==> src/rtl/pd_pkg.sv <==
// pd_pkg: state and vote encodings shared by the phase-detector vote filter.
package pd_pkg;

    typedef enum logic [1:0] {
        ST_IDLE  = 2'd0,
        ST_ACQ   = 2'd1,
        ST_TRACK = 2'd2
    } pd_state_e;

    typedef enum logic [1:0] {
        V_NONE = 2'd0,
        V_LEAD = 2'd1,
        V_LAG  = 2'd2
    } pd_vote_e;

    // Majority decision over nch channels, given how many channels report "lead".
    function automatic pd_vote_e majority_vote(input int ones, input int nch);
        if (2 * ones > nch) begin
            return V_LEAD;
        end else if (2 * ones < nch) begin
            return V_LAG;
        end else begin
            return V_NONE;
        end
    endfunction

endpackage

==> src/rtl/pd_sync2.sv <==
// pd_sync2: two-flop synchroniser for one asynchronous phase-detector level.
module pd_sync2 (
    input  logic clk,
    input  logic rst_n,
    input  logic d,
    output logic q
);

    logic meta_d, meta_q;
    logic sync_d, sync_q;

    // Next-state: shift the raw level through two stages.
    always_comb begin
        meta_d = d;
        sync_d = meta_q;
    end

    // First stage may go metastable; the second gives it a full cycle to resolve.
    always_ff @(posedge clk or negedge rst_n) begin
        // NOTE: non-blocking assignments make every flop sample pre-edge values, so the two stages really form a pipeline.
        if (!rst_n) begin
            meta_q <= 1'b0;
            sync_q <= 1'b0;
        end else begin
            meta_q <= meta_d;
            sync_q <= sync_d;
        end
    end

    assign q = sync_q;

endmodule

==> src/rtl/pd_vote_filter.sv <==
// pd_vote_filter: synchronise NCH bang-bang detector levels, majority-vote them,
// filter the votes in a random-walk counter and step a saturating control word.
// Lock detection switches between coarse (acquire) and fine (track) stepping.
module pd_vote_filter
    import pd_pkg::*;
#(
    parameter int NCH        = 3,
    parameter int CW_W       = 8,
    parameter int CW_INIT    = 128,
    parameter int RW_TH      = 4,
    parameter int STEP_ACQ   = 4,
    parameter int LOCK_CNT   = 4,
    parameter int UNLOCK_RUN = 8
) (
    input  logic            ref_clk,
    input  logic            reset_n,
    input  logic            enable,
    input  logic [NCH-1:0]  lead_lag,
    output logic [CW_W-1:0] ctrl_word,
    output logic            step_up,
    output logic            step_dn,
    output logic            locked,
    output logic [1:0]      state
);

    localparam int RW_W  = $clog2(RW_TH + 1) + 1;
    localparam int REV_W = $clog2(LOCK_CNT + 1);
    localparam int RUN_W = $clog2(UNLOCK_RUN + 1);

    localparam logic signed [RW_W-1:0] RW_POS  = RW_W'(RW_TH);
    localparam logic signed [RW_W-1:0] RW_NEG  = RW_W'(-RW_TH);
    localparam logic signed [RW_W-1:0] RW_ONE  = RW_W'(1);
    localparam logic [REV_W-1:0]       REV_MAX = REV_W'(LOCK_CNT);
    localparam logic [RUN_W-1:0]       RUN_MAX = RUN_W'(UNLOCK_RUN);

    logic [NCH-1:0] ll_sync;
    pd_vote_e       vote;

    pd_state_e               state_d,    state_q;
    logic signed [RW_W-1:0]  rw_d,       rw_q;
    logic [CW_W-1:0]         cw_d,       cw_q;
    logic                    up_d,       up_q;
    logic                    dn_d,       dn_q;
    logic                    locked_d,   locked_q;
    logic [REV_W-1:0]        rev_d,      rev_q;
    logic [RUN_W-1:0]        run_d,      run_q;
    logic                    have_dir_d, have_dir_q;   // a step has been taken since IDLE
    logic                    last_up_d,  last_up_q;    // direction of that most recent step

    logic signed [RW_W-1:0]  rw_nxt;
    logic [CW_W-1:0]         step_sz;
    logic [CW_W:0]           cw_sum;

    for (genvar i = 0; i < NCH; i++) begin : g_sync
        pd_sync2 u_sync (
            .clk   (ref_clk),
            .rst_n (reset_n),
            .d     (lead_lag[i]),
            .q     (ll_sync[i])
        );
    end

    assign vote = majority_vote($countones(ll_sync), NCH);

    // Next-state for the walk counter, control word, lock counters and FSM.
    always_comb begin
        // NOTE: every output of this block gets a default first, so no path can leave one unassigned and infer a latch.
        state_d    = state_q;
        rw_d       = rw_q;
        cw_d       = cw_q;
        up_d       = 1'b0;
        dn_d       = 1'b0;
        locked_d   = locked_q;
        rev_d      = rev_q;
        run_d      = run_q;
        have_dir_d = have_dir_q;
        last_up_d  = last_up_q;
        rw_nxt     = rw_q;
        // Size follows the current state, so the lock-causing step is still coarse.
        step_sz    = (state_q == ST_ACQ) ? CW_W'(STEP_ACQ) : CW_W'(1);
        cw_sum     = {1'b0, cw_q} + {1'b0, step_sz};

        if (!enable) begin
            // Leaving the loop keeps ctrl_word so re-enabling resumes from the same point.
            state_d    = ST_IDLE;
            rw_d       = '0;
            rev_d      = '0;
            run_d      = '0;
            have_dir_d = 1'b0;
            locked_d   = 1'b0;
        end else if (state_q == ST_IDLE) begin
            state_d = ST_ACQ;
        end else begin
            case (vote)
                V_LAG:   rw_nxt = rw_q + RW_ONE;
                V_LEAD:  rw_nxt = rw_q - RW_ONE;
                default: rw_nxt = rw_q;
            endcase
            rw_d = rw_nxt;

            if (rw_nxt == RW_POS) begin
                up_d = 1'b1;
                rw_d = '0;
                cw_d = cw_sum[CW_W] ? '1 : cw_sum[CW_W-1:0];
            end else if (rw_nxt == RW_NEG) begin
                dn_d = 1'b1;
                rw_d = '0;
                cw_d = (cw_q < step_sz) ? '0 : cw_q - step_sz;
            end

            if (up_d || dn_d) begin
                if (!have_dir_q) begin
                    rev_d = '0;
                    run_d = RUN_W'(1);
                end else if (up_d != last_up_q) begin
                    rev_d = (rev_q == REV_MAX) ? rev_q : rev_q + REV_W'(1);
                    run_d = RUN_W'(1);
                end else begin
                    rev_d = '0;
                    run_d = (run_q == RUN_MAX) ? run_q : run_q + RUN_W'(1);
                end
                have_dir_d = 1'b1;
                last_up_d  = up_d;

                if (state_q == ST_ACQ && rev_d == REV_MAX) begin
                    state_d  = ST_TRACK;
                    locked_d = 1'b1;
                end else if (state_q == ST_TRACK && run_d == RUN_MAX) begin
                    state_d  = ST_ACQ;
                    locked_d = 1'b0;
                    rev_d    = '0;
                end
            end
        end
    end

    // All filter state and registered outputs.
    always_ff @(posedge ref_clk or negedge reset_n) begin
        if (!reset_n) begin
            state_q    <= ST_IDLE;
            rw_q       <= '0;
            cw_q       <= CW_W'(CW_INIT);
            up_q       <= 1'b0;
            dn_q       <= 1'b0;
            locked_q   <= 1'b0;
            rev_q      <= '0;
            run_q      <= '0;
            have_dir_q <= 1'b0;
            last_up_q  <= 1'b0;
        end else begin
            state_q    <= state_d;
            rw_q       <= rw_d;
            cw_q       <= cw_d;
            up_q       <= up_d;
            dn_q       <= dn_d;
            locked_q   <= locked_d;
            rev_q      <= rev_d;
            run_q      <= run_d;
            have_dir_q <= have_dir_d;
            last_up_q  <= last_up_d;
        end
    end

    assign ctrl_word = cw_q;
    assign step_up   = up_q;
    assign step_dn   = dn_q;
    assign locked    = locked_q;
    assign state     = state_q;

endmodule

==> config.mk <==
export PLATFORM = sky130hd
export DESIGN_NAME = pd_vote_filter
export DESIGN_NICKNAME = d
export VERILOG_FILES = /design/src/rtl/pd_pkg.sv /design/src/rtl/pd_sync2.sv /design/src/rtl/pd_vote_filter.sv
export SDC_FILE = /design/constraint.sdc
export NUM_CORES = 1
export LEC_CHECK = 0
export BUFFER_PORTS_ARGS = -buffer_cell sky130_fd_sc_hd__buf_2
export CAP_MARGIN = 10
export CELL_PAD_IN_SITES_DETAIL_PLACEMENT = 0
export CELL_PAD_IN_SITES_GLOBAL_PLACEMENT = 1
export CORE_AREA = 4 4 98 72
export CTS_CLUSTER_DIAMETER = 30
export DETAILED_ROUTE_END_ITERATION = 16
export DIE_AREA = 0 0 102 76
export PLACE_DENSITY_LB_ADDON = 0.1
export SYNTH_ARGS = -nofsm -noshare
export SYNTH_HDL_FRONTEND = slang
export SYNTH_SLANG_ARGS = --single-unit
==> constraint.sdc <==
create_clock -name ref_clk -period 8 [get_ports ref_clk]
set_input_delay 1.6 -clock ref_clk [delete_from_list [all_inputs] [get_ports ref_clk]]
set_output_delay 1.6 -clock ref_clk [all_outputs]
set_load 0.02 [all_outputs]
* Yosys cells after proc, flatten, opt, wreduce, memory -nomap -nowiden *
Index checks and enable logic that the tools add are counted.

operators by class
  mux-type cells = 58
  order comparisons = 3
  bitwise gates (word level) = 1
  reduce and logical (&&, ||, !) cells = 10
  equality and inequality tests = 16
  add/sub/neg operators = 8

operators with widths
  operator               number
  $mux W4                15
  $mux W3                12
  $mux W8                4
  $mux W1                19
  $mux W2                7
  $eq A4 B4 Y1 const B   3
  $add A8 B3 Y9          1
  $reduce_and A3 Y1      3
  $lt A8 B3 Y1           1
  $pmux W4 S2            1
  $sub A8 B3 Y8          1
  $eq A3 B3 Y1 const B   2
  $ne A3 B1 Y1 const B   2
  $add A4 B1 Y4 const B  1
  $add A4 B2 Y4 const B  1
  $eq A2 B1 Y1 const B   2
  $eq A2 B2 Y1 const B   2
  $eq A4 B3 Y1 const B   1
  $gt A4 B2 Y1 const B   1
  $lt A4 B2 Y1 const B   1
  $ne A4 B1 Y1 const B   1
  $reduce_and A2 Y1      2
  $sub A4 B2 Y4 const B  1
  $add A2 B1 Y3          1
  other kinds (10)       11

storage, ports and cells
  register bits after elaboration = 32
  input port bits = 6

* Logic depth before layout (Yosys ltp) *
Gate-level depths: netlist of run 1.

  depth in word-level cells = 26
  depth in mapped cells = 11
  depth with buffers taken out = 10

* Hierarchy *
Synthesis of run 1 repeated with hierarchy kept, for this count alone.

unflattened totals
  cell total of the unflattened synthesis = 227
  area total of the unflattened synthesis = 2088.3 um2

modules (own cells, without submodules)
  module          sequential area each (um2)  area each (um2)  cells each  times used
  pd_vote_filter  651.9                       1938.1           221         1
  pd_sync2        50.0                        50.0             2           3

* Worst setup path after synthesis of run 1 *
OpenSTA, ideal clock, no wires.

  kind = in2reg
  start = input enable
  end = register cw_q[6], in the netlist ctrl_word[6]
  stages = 6
  arrival = 2739 ps
  library setup time = 66 ps
  path slack = 5194 ps
  cell sequence = inv_1 > or3_1 > clkbuf_1 > or3_1 > a21oi_1 > a221o_1

on the way
  longest elaborated chain between the ends = 1

ends and longest elaborated chain
  item                                line                   text
  start, declared                     pd_vote_filter.sv:17   input logic enable,
  $reduce_and A3 Y1 (no source line)  n/a
  end signal, assigned                pd_vote_filter.sv:142  cw_q <= CW_W'(CW_INIT);
  end signal, assigned                pd_vote_filter.sv:153  cw_q <= cw_d;
  end, declared                       pd_vote_filter.sv:41   logic [CW_W-1:0] cw_d, cw_q;

Every way passes these cells.
A chain may end at the register's enable or synchronous reset.

* Worst setup path in the final report of run 1 *
  start = register g_sync[0].u_sync.sync_q
  end = register state_q[0], in the netlist state[0]

on the way
  longest elaborated chain between the ends = 25

ends and longest elaborated chain
  item                                                 line                   text
  start, declared                                      pd_sync2.sv:10         logic sync_d, sync_q;
  start signal, assigned                               pd_sync2.sv:26         sync_q <= sync_d;
  $add A1 B1 Y2 (not written as such) (*)              pd_vote_filter.sv:63   assign vote = majority_vote($countones(ll_sync), NCH);
  $add A2 B1 Y3 (not written as such) (*)              pd_vote_filter.sv:63
  $lt A4 B2 Y1                                         pd_pkg.sv:20           end else if (2 * ones < nch) begin
  $mux W2                                              pd_pkg.sv:20
  $mux W2 (*)                                          pd_pkg.sv:18           if (2 * ones > nch) begin
  $eq A2 B1 Y1 / $eq A2 B2 Y1 (equally long branches)  pd_vote_filter.sv:94   case (vote)
  $pmux W4 S2 (*)                                      pd_vote_filter.sv:94
  $mux W4 (*)                                          pd_vote_filter.sv:91   end else if (state_q == ST_IDLE) begin
  (+9 left out)                                        n/a
  $mux W3                                              pd_vote_filter.sv:91
  $mux W3                                              pd_vote_filter.sv:83   if (!enable) begin
  $eq A3 B3 Y1                                         pd_vote_filter.sv:125  if (state_q == ST_ACQ && rev_d == REV_MAX) begin
  $logic_and A1 B1 Y1                                  pd_vote_filter.sv:125
  $mux W2                                              pd_vote_filter.sv:125
  $mux W2                                              pd_vote_filter.sv:111  if (up_d || dn_d) begin
  $mux W2                                              pd_vote_filter.sv:91
  $mux W2                                              pd_vote_filter.sv:83
  end signal, assigned                                 pd_vote_filter.sv:151  state_q <= state_d;
  end, declared                                        pd_vote_filter.sv:39   pd_state_e state_d, state_q;

Mark *: on every way between the ends. The rest lies on a longest branch, timed or not. The select of a mux whose other input is x is not followed.

==> impl_metrics.env, run 1 <==
export IMPL_status="complete, no violations"
export IMPL_rr_worst_depth=10
export IMPL_firstDrtPassIters=4
export IMPL_ys_ff_latch=32
export IMPL_worstReg2RegStart="g_sync[0].u_sync.q"
export IMPL_worstSetupPathType="reg2reg"
export IMPL_fin_crit_sh=0.407
export IMPL_switching_share=0.387
export IMPL_cp_arrival_ns=3.43
export IMPL_start_util=0.339
export IMPL_clockBufferDepth=2
export IMPL_drcViolationCount=0
export IMPL_synthCells=226
export IMPL_synth_avg_cell_area_um2=9.18
export IMPL_dieWidth_um=102
export IMPL_vdd_drop_max_uv=102
export IMPL_endpoint="state[0]"
export IMPL_overflow=0
export IMPL_gp_congestion=0.762
export IMPL_syn_num_nets=247
export IMPL_final_nets=263
export IMPL_cp_required_ns=8.18
export IMPL_yosys_top_cells_count="dfrtp_1 (31), nand2_1 (22), nor2_1 (21), o21ai_0 (20)"
export IMPL_synth_edff_count=0
export IMPL_dp_cells=313
export IMPL_synth_ff_type="dfrtp_1"
export IMPL_fin_skew_ns=0.00933
export IMPL_port_buffers=18
export IMPL_layout_cells_non_filler=321
export IMPL_io_pins=19
export IMPL_drive_gt1_frac=0.152
export IMPL_netlist_area_um2=2070
export IMPL_drt_iter0_drc=85
export IMPL_hold_viol=0
export IMPL_coreArea_um2=6130
export IMPL_cts_tree="built"
export IMPL_yosysTopAreaCellShare=0.374
export IMPL_wl_per_cell_um=15.2
export IMPL_p_clk_frac=0.261
export IMPL_worstSetupStartpointType="flip-flop"
export IMPL_fin_tns_setup_ns=0
export IMPL_rows=24
export IMPL_dp_hpwl_um=3580
export IMPL_r2r_end="state[0]"
export IMPL_finalMaxSlewViolations=0
export IMPL_yosysMostFrequentCell="dfrtp_1"
export IMPL_leakagePower_nw=1.04
export IMPL_grt_pass1_wl_um=8180
export IMPL_cts_repair_resized=0
export IMPL_rsz0062_at_grt="no"
export IMPL_vias=1644
export IMPL_synthArstFlopShare=1.00
export IMPL_switching_power_mw=0.231
export IMPL_grt_max_degree=33
export IMPL_crit_path_end_kind="flip-flop"
export IMPL_wl_um=4870
export IMPL_p_per_area_nw_per_um2=256
export IMPL_antenna_left=0
export IMPL_cts_buffers=5
export IMPL_antenna_found_initial=0
export IMPL_die_area_um2=7750
export IMPL_antenna_cells=0
export IMPL_h_tree_depth=2
export IMPL_cts_reportedPaths_clkPinSlew_ns=0.08
export IMPL_chipHeight_um=76
export IMPL_critPathMaxFanout=12
export IMPL_fmax_ghz=0.307
export IMPL_cts_setup_buffers=0
export IMPL_ctsRootBufferMaster="clkbuf_8"
export IMPL_p_int_mw=0.366
export IMPL_yosys_cell_types_count=58
export IMPL_yosysWarnings=0
export IMPL_globalRouteTotalUtil=0.134
export IMPL_r2r_setup_slack_ns=4.74
export IMPL_cts_hold_buf=0
export IMPL_relSlewSlack=0.490
export IMPL_min_period_ns=3.26
export IMPL_setup_viol=0
export IMPL_ys_seq_area_frac=0.387
export IMPL_startpoint="g_sync[0].u_sync.q"
export IMPL_post_drt_via_cell_ratio=5.12
export IMPL_grt_pass1_vias=1541
export IMPL_clock_latency_ns=0.29
export IMPL_yosys_top_cells_area="dfrtp_1 (37%), ha_1 (8.4%), o21ai_0 (4.8%)"
export IMPL_syn2layout_area_growth_pct=12.7
export IMPL_clkSinkCount=32
export IMPL_seqPwrFrac=0.376
export IMPL_tightestPinTransition_ns=0.749
export IMPL_yosysTopAreaCell="dfrtp_1"
export IMPL_power_frac_comb=0.363
export IMPL_drv_cap=0
export IMPL_min_path_type="reg2reg"
-- layout by cell type (no fill, tap or decap), types with 4 or more instances in the layout --
cell      Yosys  routed
clkbuf_8      0       5
a21oi_1       5       5
o211ai_1      5       5
dfrtp_1      31      31
nand2b_1      4       4
a22o_1        5       5
nand2_1      22      22
nand3_1       4       4
inv_1        14      14
nor2_1       21      21
ha_1         14      14
buf_2         1      18
o21ai_0      20      20
-- registers in the layout, indices dropped and copies added, names as in the netlist --
register              cells
ctrl_word                 8
run_q                     4
rw_q                      4
g_sync.u_sync.meta_q      3
g_sync.u_sync.q           3
rev_q                     3
state                     2
have_dir_q                1
last_up_q                 1
locked                    1
step_dn                   1
step_up                   1
-- critical path, stage by stage (launching register included) --
cell,delay (ns)
dfrtp_1,0.37
ha_1,0.32
a21oi_4,0.19
inv_1,0.08
ha_1,0.33
and3_1,0.22
nand4bb_1,0.19
mux2i_2,0.62
xor2_2,0.40
nor3_1,0.12
o311a_1,0.30
-- power groups by stage --
| stage | Combinational (mW) | Sequential, mW | Clock, mW |
|---|---|---|---|
| after detailed placement | 0.217 | 0.227 | 0 |
| after global routing | 0.249 | 0.230 | 0.166 |
| final | 0.217 | 0.225 | 0.156 |
| after floorplan | 0.154 | 0.232 | 0 |
| after global placement | 0.221 | 0.229 | 0 |
| after CTS | 0.219 | 0.225 | 0.160 |
-- metal layers --
metal	vias to the layer above	share of wire	routed length, um	GRT usage
li1	853	-	-	-
met1	757	0.58	2850	0.228
met2	27	0.35	1730	0.160
met3	7	0.048	236	0.0311
met4	0	0.012	60	0.0393
met5	-	0	0	0
-- area by class of cell --
cell class	instances	area (um^2)
Fill cell	624	3790
Sequential cell	32	802
Clock inverter	2	35.0
Multi-Input combinational cell	170	1180
Timing Repair Buffer	19	97.6
Inverter	14	52.6
Clock buffer	6	72.6
Tap cell	78	97.6
-- metrics by stage --
| step | total power, mW | hold WS (ns) | instance area (um^2) | util | setup WS (ns) |
|---|---|---|---|---|---|
| 3_5_place_dp | 0.444 | 0.340 | 2230 | 0.364 | 4.73 |
| 4_1_cts | 0.603 | 0.356 | 2340 | 0.382 | 4.72 |
| 6_report | 0.598 | 0.351 | 2340 | 0.382 | 4.74 |
| 2_1_floorplan | 0.386 | 0.331 | 2070 | - | 5.19 |
| 5_1_grt | 0.645 | 0.368 | 2340 | 0.382 | 4.44 |
| 3_3_place_gp | 0.450 | 0.333 | 2230 | 0.364 | 4.66 |
-- worst min path at each step --
| stage | cells after the start | end | start | slack [ns] |
|---|---|---|---|---|
| 2_1_floorplan | 0 | g_sync[0].u_sync.q | g_sync[0].u_sync.meta_q | 0.33 |
| 4_1_cts | 0 | g_sync[1].u_sync.q | g_sync[1].u_sync.meta_q | 0.36 |
| 5_1_grt | 0 | g_sync[1].u_sync.q | g_sync[1].u_sync.meta_q | 0.37 |
| 3_3_place_gp | 0 | g_sync[1].u_sync.q | g_sync[1].u_sync.meta_q | 0.33 |
| 3_5_place_dp | 0 | g_sync[1].u_sync.q | g_sync[1].u_sync.meta_q | 0.34 |
| 6_report | 0 | g_sync[1].u_sync.q | g_sync[1].u_sync.meta_q | 0.35 |
-- cell families (layout without fill, tap and decap cells) --
family,count (synthesis),after routing,synth area share
and+or+nand+nor,83,83,0.204
AOI/OAI and AO/OA,62,62,0.209
DFF,32,32,0.387
buffers and inverters,24,41,0.0464
adders and majority gates,15,15,0.0941
xor gates and xnor gates,7,7,0.0404
muxes,3,3,0.0187
Note: power is estimated with default switching activity, not from simulation.
==> run 2: changes to the inputs <==
==> constraint.sdc (replaced) <==
create_clock -name ref_clk -period 3 [get_ports ref_clk]
set_input_delay 0.6 -clock ref_clk [delete_from_list [all_inputs] [get_ports ref_clk]]
set_output_delay 0.6 -clock ref_clk [all_outputs]
set_load 0.02 [all_outputs]
==> run 2 against run 1 <==
Die area is the same; first-iteration DRC count increased by 28%; core utilization is 1.4 points higher; critical path type unchanged; largest power group is now combinational cells; highest routed layer unchanged.
==> impl_metrics.env, run 2 (synthesis gave the netlist of run 1 again) <==
export IMPL_status="complete, no violations"
export IMPL_utilization=0.395
export IMPL_dp_slack_ns=0.0775
export IMPL_antenna_found_initial=0
export IMPL_chipHeight_um=76
export IMPL_antenna_left=0
export IMPL_worstSetupStartpointType="flip-flop"
export IMPL_ctsRootBufferMaster="clkbuf_8"
export IMPL_path_cells="ha_1 -> a21oi_4 -> inv_1 -> ha_1 -> xnor2_2 -> nand2_2 -> or3_4 -> or3_1 -> a21oi_1 -> a221o_1"
export IMPL_fmax_ghz=0.353
export IMPL_drv_cap=0
export IMPL_clkSinkCount=32
export IMPL_rows=24
export IMPL_fin_tns_setup_ns=0
export IMPL_syn2layout_area_growth_pct=16.8
export IMPL_wl_um=5070
export IMPL_cts_hold_buf=0
export IMPL_globalRouteTotalUtil=0.139
export IMPL_largest_register_ff_count=8
export IMPL_fin_crit_sh=0.944
export IMPL_drt_iter0_drc=109
export IMPL_r2r_setup_slack_ns=0.17
export IMPL_cts_buffers=5
export IMPL_post_drt_via_cell_ratio=5.22
export IMPL_worstSetupPathType="reg2reg"
export IMPL_hold_path_depth=0
export IMPL_rr_worst_depth=10
export IMPL_seqCellArea_um2=802
export IMPL_final_nets=272
export IMPL_fin_skew_ns=0.00940
export IMPL_grt_max_degree=33
export IMPL_vias=1724
export IMPL_drive_gt1_frac=0.198
export IMPL_fillers=649
export IMPL_setup_viol=0
export IMPL_drcViolationCount=0
export IMPL_antenna_cells=0
export IMPL_slowest_delay_ns=0.43
export IMPL_vdd_drop_max_uv=302
export IMPL_start_util=0.339
export IMPL_crit_path_end_kind="flip-flop"
export IMPL_die_area_um2=7750
export IMPL_final_cell_mix="dfrtp_1 (31), nand2_1 (21), nor2_1 (21)"
export IMPL_min_path_type="reg2reg"
export IMPL_relSlewSlack=0.501
export IMPL_clock_latency_ns=0.29
export IMPL_min_period_ns=2.83
export IMPL_multi_input_area_um2=1200
export IMPL_worstReg2RegStart="g_sync[0].u_sync.q"
export IMPL_final_common_cell="dfrtp_1"
export IMPL_wl_per_cell_um=15.4
export IMPL_coreArea_um2=6130
export IMPL_dp_hpwl_um=3710
export IMPL_cts_tree="built"
export IMPL_cp_required_ns=3.23
export IMPL_critPathMaxFanout=7
export IMPL_gp_congestion=0.751
export IMPL_startpoint="g_sync[0].u_sync.q"
export IMPL_cp_common_cell="ha_1"
export IMPL_tightestPinTransition_ns=0.749
export IMPL_hold_viol=0
export IMPL_clockBufferDepth=2
export IMPL_h_tree_depth=2
export IMPL_grt_pass1_vias=1685
export IMPL_io_pins=19
export IMPL_p_per_area_nw_per_um2=659
export IMPL_port_buffers=18
export IMPL_leakagePower_nw=1.08
export IMPL_slowest_stage="or3_4"
export IMPL_overflow=0
export IMPL_p_total_mw=1.60
export IMPL_cts_reportedPaths_clkPinSlew_ns=0.08
export IMPL_min_delay_start="g_sync[1].u_sync.meta_q"
export IMPL_grt_pass1_wl_um=8610
export IMPL_cp_arrival_ns=3.07
export IMPL_dieWidth_um=102
export IMPL_setup_ws_ns=0.168
export IMPL_firstDrtPassIters=4
export IMPL_finalMaxSlewViolations=0
run 2: cell count changes in the layout (fill, tap and decap cells not counted), sizes merged:
| cell | change |
|---|---|
| buf | +9 |
| bufinv | -1 |
| clkbuf | -1 |
| clkinvlp | +2 |
run 2: final cells by class:
cell class | instances | share of cell area
clock inverters | 3 | 0.00981
inverters | 14 | 0.0217
repair buffers | 28 | 0.0733
well taps | 78 | 0.0403
multi-input cells | 170 | 0.495
clock buffers | 5 | 0.0284
flip-flops and latches | 32 | 0.331
run 2: where the power goes:
part | total (mW) | switching [mW] | leakage [nW] | internal (mW)
clock network | 0.345 | 0.181 | 0.0404 | 0.164
registers | 0.597 | 0.0998 | 0.408 | 0.497
logic | 0.655 | 0.374 | 0.633 | 0.281
run 2: timing repair:
action	4_1_cts	5_1_grt
setup endpoints to repair	0	8
gates resized for setup	0	5
hold endpoints to repair	0	0
setup buffers	0	1
run 2: critical path: cells and delay by family (launching register included):
| kind | cells | cell delay (ns) |
|---|---|---|
| AOI/OAI and AO/OA | 3 | 0.44 |
| DFF | 1 | 0.37 |
| and+or+nand+nor | 3 | 0.92 |
| xor gates and xnor gates | 1 | 0.30 |
| adders and majority gates | 2 | 0.65 |
| buffers and inverters | 1 | 0.09 |
run 2: worst paths after layout:
path	to
max in group asynchronous	run_q[2]
worst min register to register	g_sync[1].u_sync.q
worst max register to register	ctrl_word[6]
worst min-delay path	g_sync[1].u_sync.q
worst max-delay path	ctrl_word[6]
min in group asynchronous	ctrl_word[1]
run 2: per-layer routing:
metal,global-route usage,vias to the layer above,part of all wire
met5,0,-,0
met4,0.0367,0,0.011
met3,0.0339,7,0.059
met2,0.178,45,0.39
met1,0.226,807,0.54
li1,-,865,-
run 2: stage by stage:
step,hold slack [ns],cell area (um^2),instances
final,0.356,2420,330
after global routing,0.363,2420,330
after CTS,0.364,2400,329
after detailed placement,0.346,2300,321
after global placement,0.356,2300,321
after floorplan,0.304,2070,226
==> run 3: changes to the inputs <==
==> constraint.sdc (replaced) <==
create_clock -name ref_clk -period 2.9 [get_ports ref_clk]
set_input_delay 0.58 -clock ref_clk [delete_from_list [all_inputs] [get_ports ref_clk]]
set_output_delay 0.58 -clock ref_clk [all_outputs]
set_load 0.02 [all_outputs]
==> run 3 against run 2 <==
Clock skew grew 0.0022 ns; flip-flop and latch count is the same; critical path depth is the same; critical path type unchanged; global-route usage is essentially flat; worst hold slack lost 0.0074 ns; largest cell class unchanged; sequential power grew 3.5%; combinational power grew 0.9%; clock power grew 5%; sequential share of layout area grew 0.051 points; final area shrank 0.15%; via count shrank 0.75%; routed wire length shrank 0.49%.
==> impl_metrics.env, run 3 (synthesis gave the netlist of run 1 again) <==
export IMPL_r2r_end="ctrl_word[6]"
export IMPL_die_area_um2=7750
export IMPL_tightestPinTransition_ns=0.751
export IMPL_firstDrtPassIters=4
export IMPL_cts_buffers=5
export IMPL_grt_max_degree=33
export IMPL_io_pins=19
export IMPL_fin_skew_ns=0.0116
export IMPL_r2r_setup_slack_ns=0.12
export IMPL_grt_pass1_vias=1602
export IMPL_dp_hpwl_um=3680
export IMPL_finalMaxSlewViolations=0
export IMPL_start_util=0.339
export IMPL_vdd_drop_max_uv=240
export IMPL_coreArea_um2=6130
export IMPL_syn2layout_area_growth_pct=16.6
export IMPL_wl_per_cell_um=15.2
export IMPL_status="complete, no violations"
export IMPL_hold_viol=0
export IMPL_antenna_cells=0
export IMPL_fmax_ghz=0.359
export IMPL_clkSinkCount=32
export IMPL_fin_tns_setup_ns=0
export IMPL_rr_worst_depth=10
export IMPL_p_per_area_nw_per_um2=678
export IMPL_wl_um=5050
export IMPL_hold_path_depth=0
export IMPL_worstReg2RegStart="g_sync[0].u_sync.q"
export IMPL_final_nets=274
export IMPL_cts_reportedPaths_clkPinSlew_ns=0.06
export IMPL_h_tree_depth=2
export IMPL_dieWidth_um=102
export IMPL_path_delay_family="simple AND/OR/NAND/NOR gates"
export IMPL_clock_latency_ns=0.28
export IMPL_place_area_um2=2300
export IMPL_ctsRootBufferMaster="clkbuf_8"
export IMPL_final_common_cell="dfrtp_1"
export IMPL_setup_viol=0
export IMPL_leakagePower_nw=1.09
export IMPL_cts_tree="built"
export IMPL_utilization=0.395
export IMPL_worstSetupPathType="reg2reg"
export IMPL_slowest_stage="or3_1"
export IMPL_drt_iter0_drc=97
export IMPL_final_cell_mix="dfrtp_1 (31), nand2_1 (22), nor2_1 (20), o21ai_0 (20), buf_2 (18)"
export IMPL_clockBufferDepth=2
export IMPL_critPathBufInv=1
export IMPL_largest_register_ff_count=8
export IMPL_drive_gt1_frac=0.189
export IMPL_cp_arrival_ns=3.00
export IMPL_chipHeight_um=76
export IMPL_worstSetupStartpointType="flip-flop"
export IMPL_drv_cap=0
export IMPL_antenna_left=0
export IMPL_drcViolationCount=0
export IMPL_gp_congestion=0.803
export IMPL_slowest_delay_ns=0.44
export IMPL_antenna_found_initial=0
export IMPL_cp_required_ns=3.11
export IMPL_fin_area_um2=2420
export IMPL_vias=1711
export IMPL_crit_path_end_kind="flip-flop"
export IMPL_endpoint="ctrl_word[6]"
export IMPL_grt_pass1_wl_um=8470
export IMPL_hold_ws_ns=0.348
export IMPL_critPathMaxFanout=5
export IMPL_min_path_type="reg2reg"
export IMPL_path_cells="ha_1 -> a21oi_4 -> inv_1 -> ha_1 -> xnor2_2 -> nand2_1 -> or3_1 -> or3_1 -> a21oi_1 -> a221o_1"
export IMPL_overflow=0
export IMPL_fin_crit_sh=0.959
export IMPL_startpoint="g_sync[0].u_sync.q"
export IMPL_port_buffers=18
export IMPL_relSlewSlack=0.499
export IMPL_post_drt_via_cell_ratio=5.15
export IMPL_rows=24
export IMPL_globalRouteTotalUtil=0.139
export IMPL_min_period_ns=2.78
export IMPL_path_depth=10
## run 3: layout make-up
class	count	area, um^2
flip-flops and latches	32	802
inverters	14	52.6
repair buffers	30	193
clock buffers	8	90.1
multi-input cells	170	1180
well taps	78	97.6
fillers	650	3710
## run 3: metal layers
layer | vias to the layer above | part of all wire | global-route usage
met5 | - | 0 | 0
met4 | 0 | 0.0083 | 0.0354
met3 | 5 | 0.055 | 0.0448
met2 | 32 | 0.38 | 0.174
met1 | 810 | 0.55 | 0.223
li1 | 864 | - | -
## run 3: what timing repair did
item                       in CTS  in global routing
gates resized for setup         0                  2
hold buffers                    0                  0
setup buffers                   0                  3
setup endpoints to repair       0                 10
hold endpoints to repair        0                  0
## run 3: report_power, final
| part | internal [mW] | switching (mW) | leakage, nW | total [mW] |
|---|---|---|---|---|
| Combinational | 0.282 | 0.379 | 0.637 | 0.661 |
| Sequential | 0.514 | 0.104 | 0.408 | 0.618 |
| Clock | 0.194 | 0.167 | 0.0455 | 0.361 |
## run 3: worst min path at each step
stage | to | slack, ns | start
final | g_sync[2].u_sync.q | 0.35 | g_sync[2].u_sync.meta_q
after global routing | g_sync[2].u_sync.q | 0.36 | g_sync[2].u_sync.meta_q
after CTS | g_sync[2].u_sync.q | 0.35 | g_sync[2].u_sync.meta_q
after detailed placement | g_sync[1].u_sync.q | 0.34 | g_sync[1].u_sync.meta_q
after global placement | g_sync[1].u_sync.q | 0.33 | g_sync[1].u_sync.meta_q
after floorplan | ctrl_word[0] | 0.28 | reset_n
## run 3: metrics by stage
| stage | setup slack [ns] | power (mW) | cells |
|---|---|---|---|
| after floorplan | 0.183 | 1.06 | 226 |
| after global placement | 0.121 | 1.28 | 321 |
| after detailed placement | 0.0690 | 1.27 | 321 |
| after CTS | 0.0635 | 1.64 | 329 |
| after global routing | -0.00700 | 1.77 | 332 |
| final | 0.118 | 1.64 | 332 |
